[src/rtl/hazard_ctrl.sv]
// Hazard control for the D/X/M/W integer pipeline.
// Tracks the destination register of each in-flight instruction.
// Drives stall, bubble and flush controls, the registered X-stage forwarding selects,
// and two saturating debug counters.
module hazard_ctrl #(
    parameter int unsigned CNT_WIDTH = 16
) (
    input  logic                 clk_i,
    input  logic                 rst_i,
    input  logic                 d_valid_i,
    input  logic [4:0]           d_rs1_addr_i,
    input  logic                 d_rs1_used_i,
    input  logic [4:0]           d_rs2_addr_i,
    input  logic                 d_rs2_used_i,
    input  logic [4:0]           d_rd_addr_i,
    input  logic                 d_rd_wen_i,
    input  logic                 d_is_load_i,
    input  logic                 x_branch_taken_i,
    input  logic                 dm_ready_i,
    output logic                 f_stall_o,
    output logic                 d_stall_o,
    output logic                 x_bubble_o,
    output logic                 d_flush_o,
    output logic                 mw_stall_o,
    output logic [1:0]           x_op1_fwd_o,
    output logic [1:0]           x_op2_fwd_o,
    output logic                 w_rd_wen_o,
    output logic [CNT_WIDTH-1:0] stall_cnt_o,
    output logic [CNT_WIDTH-1:0] flush_cnt_o
);

    localparam int unsigned RW = 5;

    localparam logic [1:0] FWD_RF = 2'b00;
    localparam logic [1:0] FWD_M  = 2'b01;
    localparam logic [1:0] FWD_W  = 2'b10;

    // Stage records: {valid, rd, wen, load}
    logic          x_valid, m_valid, w_valid;
    logic [RW-1:0] x_rd, m_rd, w_rd;
    logic          x_wen, m_wen, w_wen;
    logic          x_load, m_load, w_load;

    logic x_ewen, m_ewen, w_ewen;
    logic mem_wait, flush, load_use, bubble;
    logic rs1_hit_x, rs2_hit_x;
    logic [1:0] op1_fwd_nxt, op2_fwd_nxt;

    // Effective write enables; r0 never counts as a producer
    assign x_ewen = x_valid & x_wen & (x_rd != '0);
    assign m_ewen = m_valid & m_wen & (m_rd != '0);
    assign w_ewen = w_valid & w_wen & (w_rd != '0);

    assign rs1_hit_x = d_rs1_used_i & (d_rs1_addr_i == x_rd);
    assign rs2_hit_x = d_rs2_used_i & (d_rs2_addr_i == x_rd);

    // Hazard detection in priority order: memory wait, branch flush, load-use
    always_comb begin
        mem_wait = m_valid & m_load & ~dm_ready_i;
        flush    = x_branch_taken_i & ~mem_wait;
        load_use = x_load & x_ewen & d_valid_i & (rs1_hit_x | rs2_hit_x) & ~mem_wait & ~flush;
        bubble   = flush | load_use;
    end

    assign f_stall_o  = mem_wait | load_use;
    assign d_stall_o  = mem_wait | load_use;
    assign x_bubble_o = bubble;
    assign d_flush_o  = flush;
    assign mw_stall_o = mem_wait;
    // W is replayed as a bubble while memory is waiting
    assign w_rd_wen_o = w_ewen & ~mem_wait;

    // Forwarding selects for the instruction about to enter X
    always_comb begin
        op1_fwd_nxt = FWD_RF;
        op2_fwd_nxt = FWD_RF;
        if (d_valid_i && d_rs1_used_i) begin
            if (x_ewen && !x_load && d_rs1_addr_i == x_rd)
                op1_fwd_nxt = FWD_M;
            else if (m_ewen && d_rs1_addr_i == m_rd)
                op1_fwd_nxt = FWD_W;
        end
        if (d_valid_i && d_rs2_used_i) begin
            if (x_ewen && !x_load && d_rs2_addr_i == x_rd)
                op2_fwd_nxt = FWD_M;
            else if (m_ewen && d_rs2_addr_i == m_rd)
                op2_fwd_nxt = FWD_W;
        end
    end

    // Stage record advance and forwarding-select register; everything holds on memory wait
    always_ff @(posedge clk_i) begin
        if (rst_i) begin
            x_valid     <= 1'b0;
            x_rd        <= '0;
            x_wen       <= 1'b0;
            x_load      <= 1'b0;
            m_valid     <= 1'b0;
            m_rd        <= '0;
            m_wen       <= 1'b0;
            m_load      <= 1'b0;
            w_valid     <= 1'b0;
            w_rd        <= '0;
            w_wen       <= 1'b0;
            w_load      <= 1'b0;
            x_op1_fwd_o <= FWD_RF;
            x_op2_fwd_o <= FWD_RF;
        end else if (!mem_wait) begin
            w_valid     <= m_valid;
            w_rd        <= m_rd;
            w_wen       <= m_wen;
            w_load      <= m_load;
            m_valid     <= x_valid;
            m_rd        <= x_rd;
            m_wen       <= x_wen;
            m_load      <= x_load;
            x_valid     <= d_valid_i & ~bubble;
            x_rd        <= d_rd_addr_i;
            x_wen       <= d_rd_wen_i;
            x_load      <= d_is_load_i;
            x_op1_fwd_o <= bubble ? FWD_RF : op1_fwd_nxt;
            x_op2_fwd_o <= bubble ? FWD_RF : op2_fwd_nxt;
        end
    end

    // Saturating stall/flush event counters
    always_ff @(posedge clk_i) begin
        if (rst_i) begin
            stall_cnt_o <= '0;
            flush_cnt_o <= '0;
        end else begin
            if (f_stall_o && stall_cnt_o != '1)
                stall_cnt_o <= stall_cnt_o + CNT_WIDTH'(1);
            if (d_flush_o && flush_cnt_o != '1)
                flush_cnt_o <= flush_cnt_o + CNT_WIDTH'(1);
        end
    end

endmodule

[config.mk]
export PLATFORM = sky130hd
export DESIGN_NAME = hazard_ctrl
export DESIGN_NICKNAME = d
export VERILOG_FILES = /design/src/rtl/hazard_ctrl.sv
export SDC_FILE = /design/constraint.sdc
export NUM_CORES = 1
export LEC_CHECK = 0
export CORE_AREA = 2 2 61 120
export DETAILED_ROUTE_END_ITERATION = 6
export DIE_AREA = 0 0 63 122
export HOLD_SLACK_MARGIN = 0.15
export PLACE_DENSITY = 0.73
export SYNTH_ARGS = -nofsm -noshare
export SYNTH_HDL_FRONTEND = slang
export SYNTH_SLANG_ARGS = --single-unit
[constraint.sdc]
create_clock -name clk_i -period 2 [get_ports clk_i]
set_input_delay 0.2 -clock clk_i [delete_from_list [all_inputs] [get_ports clk_i]]
set_output_delay 0.2 -clock clk_i [all_outputs]
set_load 0.05 [all_outputs]
==> metrics.md, run 1 <==
| Metric | Value |
|---|---|
| WL/cell | `14.2 um` |
| Vias | `2718` |
| Crit path max fanout | `3` |
| RePlAce Congestion | `0.888` |
| Skew-Pair Late Insertion Delay | `0.33 ns` |
| CTS tree | `built` |
| Cell variety after synth | `51` |
| Port bufs | `65` |
| Worst r2r src | `x_rd[2]` |
| Worst Setup End Kind | `output port` |
| WL final | `7.61 mm` |
| Final ANT Viol Nets | `0` |
| Asr flop ratio synth | `0` |
| Area Overhead vs Synth | `48.7%` |
| Slew HR | `0.645` |
| Number of max-cap violations | `0` |
| N_diodes | `0` |
| Initial drt markers | `200` |
| Worst path cell trace | `buf_4 > xnor2_2 > nand4_1 > nor2_4 > buf_6 > o21ai_2 > o21ai_2 > buf_6` |
| Root Driver | `clkbuf_16` |
| Hold crit path type | `input pin to register` |
| Hold path startpoint | `rst_i` |
| Core Footprint | `6830 sq um` |
| Pwr Density | `690 nW/um^2` |
| Largest net degree at the start of global routing | `24` |
| Clock edge transition at the registers on the reported setup and hold paths | `0.05 ns` |
| Cell area after synthesis | `2960 sq um` |
| Status | `finished with violations` |
| Design Area, Final | `4400 sq um` |
| Commonest non-fill, non-tap cell in the layout | `clkdlybuf4s50_1` |
| Router iterations before antenna repair | `5` |
| First-pass GRT wire length | `12.6 mm` |
| Req. time, crit path | `1.80 ns` |
| Buffers & Inverters on Critical Path | `3` |
| Critical Path Start | `x_rd[2]` |
| Family with the most delay on the worst path | `buffers and inverters` |
| Area after DPL | `3940 sq um` |
| H-tree levels | `3` |
| GR Util All Layers | `0.206` |
| Die area | `7690 sq um` |
| I/O Pins | `66` |
| Sequential cell area fraction in the yosys report | `0.399` |
| Static Leak | `1.63 nW` |
| Final min period | `2.11 ns` |
| Pins Over Slew Limit | `0` |
| Net Count, Synth | `363` |
| Synth warnings | `0` |
| Worst-Margin Slew | `0.531 ns` |
| Num CTS Buffers | `9` |
| Max VDD drop | `487 uV` |
| Vias in the first global route | `2752` |
| WHS | `0.241 ns` |
| Hpwl dp | `5.24 mm` |
| Num Clock Sinks | `59` |
| Most frequent cells in the layout | `clkdlybuf4s50_1 (58), nand2_1 (52), nor2_1 (41)` |
| DIE HEIGHT | `122 um` |
| GR Overflow Total | `0` |
| Crit path max-delay cell type | `dfxtp_2` |
| Filler cells | `584` |
| Clock Path Buffers | `2` |
| Final Setup Violations | `17` |
| Hold_buf cts | `0` |
| RSZ-0062 raised after global routing | `yes` |
| Initial Utilization | `0.433` |
| Num rows | `43` |
| Mapped Cells | `337` |
| Fraction of layout cells with a size suffix above 1 | `0.277` |
| Max Freq | `474 MHz` |
| Kind of critical path | `register to output port` |
| Final #Nets | `465` |
| Antenna violations before repair | `0` |
| Setup ws final | `-0.108 ns` |
| Final setup skew | `0.00517 ns` |
| Worst setup SP type | `register` |
| Largest stage delay, worst path | `0.32 ns` |
| Drt drc | `0` |
| Dominant synthesized flop cell | `dfxtp_1` |
| Vias/cell | `5.09` |
| Failing checks | `setup timing` |
| Critical path arrival | `1.91 ns` |
| Hold Violations, Final | `0` |
| Register bit total from synthesis | `59` |
| Post-synth EDFFs | `0` |
| Die width | `63 um` |
| Final worst path period share | `1.05` |
| Synth Area per Inst | `8.78 sq um` |
## Yosys cell counts, types with 3 or more instances
library cell | count | area share
a2111oi_2 | 5 | 0.025
inv_1 | 4 | 0.0051
a211oi_2 | 7 | 0.030
nor2_1 | 41 | 0.052
nor2_2 | 3 | 0.0063
clkbuf_1 | 6 | 0.0076
a21oi_1 | 26 | 0.044
nand2_1 | 53 | 0.067
xor2_1 | 20 | 0.059
and3_1 | 8 | 0.017
dfxtp_1 | 59 | 0.40
nand4_1 | 10 | 0.021
nand3_1 | 16 | 0.027
buf_2 | 3 | 0.0051
xnor2_1 | 28 | 0.083
## final timing paths
| kind | to | slack [ns] | cells past startpoint |
|---|---|---|---|
| setup / recovery | x_bubble_o | -0.11 | 8 |
| hold / removal | stall_cnt_o[7] | 0.24 | 2 |
| setup reg to reg | stall_cnt_o[3] | -0.09 | 10 |
| hold reg to reg | w_rd[0] | 0.45 | 2 |
## routing by layer
metal / up-vias / wire length [um] / track usage
met5: - / 0 / 0
met4: 0 / 179 / 0.0972
met3: 16 / 329 / 0.0471
met2: 73 / 3940 / 0.356
met1: 1268 / 3160 / 0.238
li1: 1361 / - / -
## flip-flops by register name, summed over array words and instances, names as in the netlist, 2 cells and up
register	cells
w_rd	5
flush_cnt_o	16
x_op1_fwd_o	2
x_op2_fwd_o	2
m_rd	5
stall_cnt_o	16
x_rd	5
## logic make-up after synthesis
family / share of synthesized area
xor+xnor: 0.142
fa+ha+maj: 0.00846
compound gates: 0.139
flops: 0.399
simple gates: 0.259
mux: 0.0106
buf+inv: 0.0414
## where the power goes
part	leakage (nW)	internal, W	switching [W]	total [W]
clock	0.137	0.000994	0.000548	0.00154
sequential	0.489	0.00120	0.0000268	0.00123
combinational	1.01	0.000139	0.000128	0.000267
## final cells by class
type,instances,area [sq um],share of cell area
clock inverters,6,65.1,0.0148
flip-flops and latches,59,1200,0.274
multi-input cells,257,1750,0.399
repair buffers,106,1000,0.227
clock buffers,10,239,0.0543
inverters,6,22.5,0.00512
well taps,90,113,0.0256
## through the flow
stage	setup slack [ns]	std cells	utilization	setup TNS, ns	power [W]
detailed placement	-0.308	511	0.577	-4.01	0.00150
global route	-0.198	534	0.644	-2.99	0.00314
floorplan	-0.0594	337	-	-0.0594	0.00137
CTS	-0.142	532	0.635	-1.07	0.00305
global placement	-0.274	511	0.577	-3.24	0.00149
finish	-0.108	534	0.644	-1.09	0.00304
## repair_timing
item / 4_1_cts / 5_1_grt
pin swaps: 10 / 8
endpoints found under the setup margin: 19 / 20
setup buffers: 5 / 2
resized for setup: 10 / 7
gates cloned: 0 / 0
(Power assumes the default switching activity.)
==> run 2, diff against run 1 <==
--- a/config.mk
+++ b/config.mk
@@ -10,6 +10,7 @@
 export DIE_AREA = 0 0 63 122
 export HOLD_SLACK_MARGIN = 0.15
 export PLACE_DENSITY = 0.73
+export SLEW_MARGIN = 20
 export SYNTH_ARGS = -nofsm -noshare
 export SYNTH_HDL_FRONTEND = slang
 export SYNTH_SLANG_ARGS = --single-unit
==> results of run 2 <==
Final layout, timing and power as in run 1 (identical DEF).
==> run 3, diff against run 2 <==
--- a/config.mk
+++ b/config.mk
@@ -9,7 +9,8 @@
 export DETAILED_ROUTE_END_ITERATION = 6
 export DIE_AREA = 0 0 63 122
 export HOLD_SLACK_MARGIN = 0.15
-export PLACE_DENSITY = 0.73
+export PLACE_DENSITY = 0.71
+export SKIP_CTS_REPAIR_TIMING = 1
 export SLEW_MARGIN = 20
 export SYNTH_ARGS = -nofsm -noshare
 export SYNTH_HDL_FRONTEND = slang
==> constraint.sdc (replaced) <==
create_clock -name clk_i -period 2.45 [get_ports clk_i]
set_input_delay 0.245 -clock clk_i [delete_from_list [all_inputs] [get_ports clk_i]]
set_output_delay 0.245 -clock clk_i [all_outputs]
set_load 0.05 [all_outputs]
==> metrics.md, run 3 (synthesis gave the netlist of run 1 again) <==
| Metric | Value |
|---|---|
| H-tree levels | `3 (unchanged)` |
| WHS Endpoint | `stall_cnt_o[9]` |
| RSZ-0062 raised after global routing | `no` |
| I/O Pins | `66 (unchanged)` |
| Worst path cell trace | `or4_1 > o211ai_2 > nor3b_2 > o211ai_4 > buf_12 > nand2_1 > buf_12` |
| Skew-Pair Late Insertion Delay | `0.33 ns (about the same)` |
| Max Freq | `429 MHz` |
| Core Util, Final | `0.606 (-0.0372)` |
| Static Leak | `1.51 nW (-7.6%)` |
| Final ANT Viol Nets | `0 (unchanged)` |
| Initial Utilization | `0.433 (unchanged)` |
| Hold crit path type | `input pin to register` |
| Crit path max-delay cell type | `or4_1` |
| Hpwl dp | `5.24 mm (unchanged)` |
| WL final | `7.45 mm (-2.1%)` |
| R2r setup slk | `0.20 ns (+0.29 ns)` |
| Critical Path Start | `x_rd[2]` |
| Pins Over Slew Limit | `0 (unchanged)` |
| Most frequent cells in the layout | `dfxtp_1 (59), clkdlybuf4s50_1 (58), nand2_1 (53)` |
| Kind of critical path | `register to output port` |
| Final worst path period share | `0.952` |
| Largest stage delay, worst path | `0.51 ns (+0.19 ns)` |
| Vias/cell | `5.19 (+2.0%)` |
| Worst-Margin Slew | `0.520 ns (-0.0113 ns)` |
| Top Registers | `flush_cnt_o: 16 flops, stall_cnt_o: 16 flops` |
| Slew HR | `0.653 (+0.00755)` |
| GR Util All Layers | `0.196 (-0.0101)` |
| Area after DPL | `3760 sq um (-4.6%)` |
| R2r endpoint | `stall_cnt_o[6]` |
| CP most frequent cell | `buf_12` |
| Critical path arrival | `2.09 ns (+0.18 ns)` |
| Min-Delay Path Depth | `2 (unchanged)` |
| Area of the multi-input gates | `1650 sq um (-5.7%)` |
| Num rows | `43 (unchanged)` |
| Clock Path Buffers | `2 (unchanged)` |
| Vias in the first global route | `2719 (-1.2%)` |
| Hold path startpoint | `rst_i` |
| Pwr Density | `614 nW/um^2 (-11%)` |
| Status | `complete, no violations` |
| Hold Violations, Final | `0 (unchanged)` |
| Final setup skew | `0.00842 ns (+0.00325 ns)` |
| First-pass GRT wire length | `12.1 mm (-3.8%)` |
| Die width | `63 um (unchanged)` |
| Port bufs | `65 (unchanged)` |
| Number of max-cap violations | `0 (unchanged)` |
| Vias | `2657 (-2.2%)` |
| Filler cells | `595 (+1.9%)` |
| Worst r2r src | `x_rd[0]` |
| Setup ws final | `0.117 ns (+0.224 ns)` |
| Final Setup Violations | `0 (-17)` |
| DIE HEIGHT | `122 um (unchanged)` |
| Clock edge transition at the registers on the reported setup and hold paths | `0.06 ns (about the same)` |
| Num CTS Buffers | `9 (unchanged)` |
| Num Clock Sinks | `59 (unchanged)` |
| Core Footprint | `6830 sq um (unchanged)` |
| Worst Setup End Kind | `output port` |
| Largest net degree at the start of global routing | `38 (+58%)` |
| CTS tree | `built` |
| Root Driver | `clkbuf_16` |
| Commonest non-fill, non-tap cell in the layout | `dfxtp_1` |
| Drt drc | `0 (unchanged)` |
| Sequential cell area | `1180 sq um (-2.0%)` |
| Final min period | `2.33 ns` |
| Area Overhead vs Synth | `40.1%` |
| RePlAce Congestion | `0.834 (-6.1%)` |
| WL/cell | `14.5 um (+2.1%)` |
| DP Worst Slack | `0.0381 ns (+0.346 ns)` |
| GR Overflow Total | `0 (unchanged)` |
| Crit path max fanout | `5 (+2)` |
| Total power after layout | `0.00255 W (-16%)` |
| Router iterations before antenna repair | `4 (-1)` |
| N_diodes | `0 (unchanged)` |
| Design Area, Final | `4140 sq um (-5.8%)` |
| Die area | `7690 sq um (unchanged)` |
| Antenna violations before repair | `0 (unchanged)` |
| Max VDD drop | `404 uV (-17%)` |
| Worst setup SP type | `register` |
| Fraction of layout cells with a size suffix above 1 | `0.171 (-0.106)` |
| Initial drt markers | `164 (-18%)` |
| Req. time, crit path | `2.20 ns (+0.40 ns)` |
| Final #Nets | `443 (-4.7%)` |
| R2R cell count | `11 (+1)` |
| WHS | `0.307 ns (+0.0665 ns)` |
==> run 3: cell count changes in the layout (fill, tap and decap cells not counted), sizes merged <==
| cell | change |
|---|---|
| bufinv | +1 |
| buf | -22 |
| clkinvlp | -1 |
| clkinv | -1 |
| inv | +2 |
| clkbuf | -1 |
==> run 3: metrics by stage <==
| step | instances | TNS (ns) |
|---|---|---|
| detailed placement | 488 | 0 |
| finish | 512 | 0 |
| floorplan | 337 | 0 |
| CTS | 504 | -0.112 |
| global route | 512 | 0 |
| global placement | 488 | 0 |
==> run 3: power breakdown <==
| group | switching, W | total, W | internal (W) | leakage [nW] |
|---|---|---|---|---|
| combinational | 0.0000944 | 0.000180 | 0.0000854 | 0.879 |
| clock | 0.000468 | 0.00136 | 0.000896 | 0.149 |
| sequential | 0.0000229 | 0.00100 | 0.000979 | 0.479 |
| total | 0.000585 | 0.00255 | 0.00196 | 1.51 |
==> run 3: critical path, delay by kind of cell (launching register included) <==
| kind | cells | cell delay (ns) |
|---|---|---|
| AOI/OAI and AO/OA | 2 | 0.30 |
| buffers and inverters | 2 | 0.35 |
| and+or+nand+nor | 3 | 0.74 |
| DFF | 1 | 0.36 |
==> run 3: layout make-up <==
class	instances	share of cell area
multi-input cells	257	0.399
flip-flops and latches	59	0.285
repair buffers	84	0.205
clock buffers	9	0.0543
well taps	90	0.0272
clock inverters	7	0.0242
inverters	6	0.00543
==> run 3: how the worst max path moves through the flow <==
| stage | to | slack (ns) | cells after the start |
|---|---|---|---|
| global placement | stall_cnt_o[11] | 0.09 | 8 |
| floorplan | f_stall_o | 0.05 | 7 |
| detailed placement | stall_cnt_o[11] | 0.04 | 8 |
| CTS | f_stall_o | -0.06 | 7 |
| finish | f_stall_o | 0.12 | 7 |
| global route | stall_cnt_o[6] | 0.04 | 11 |
==> run 3: routing by layer <==
layer,share of wire,track usage,up-vias
met2,0.51,0.334,72
li1,-,-,1317
met5,0,0,-
met3,0.047,0.0545,10
met4,0.015,0.0750,0
met1,0.43,0.231,1258
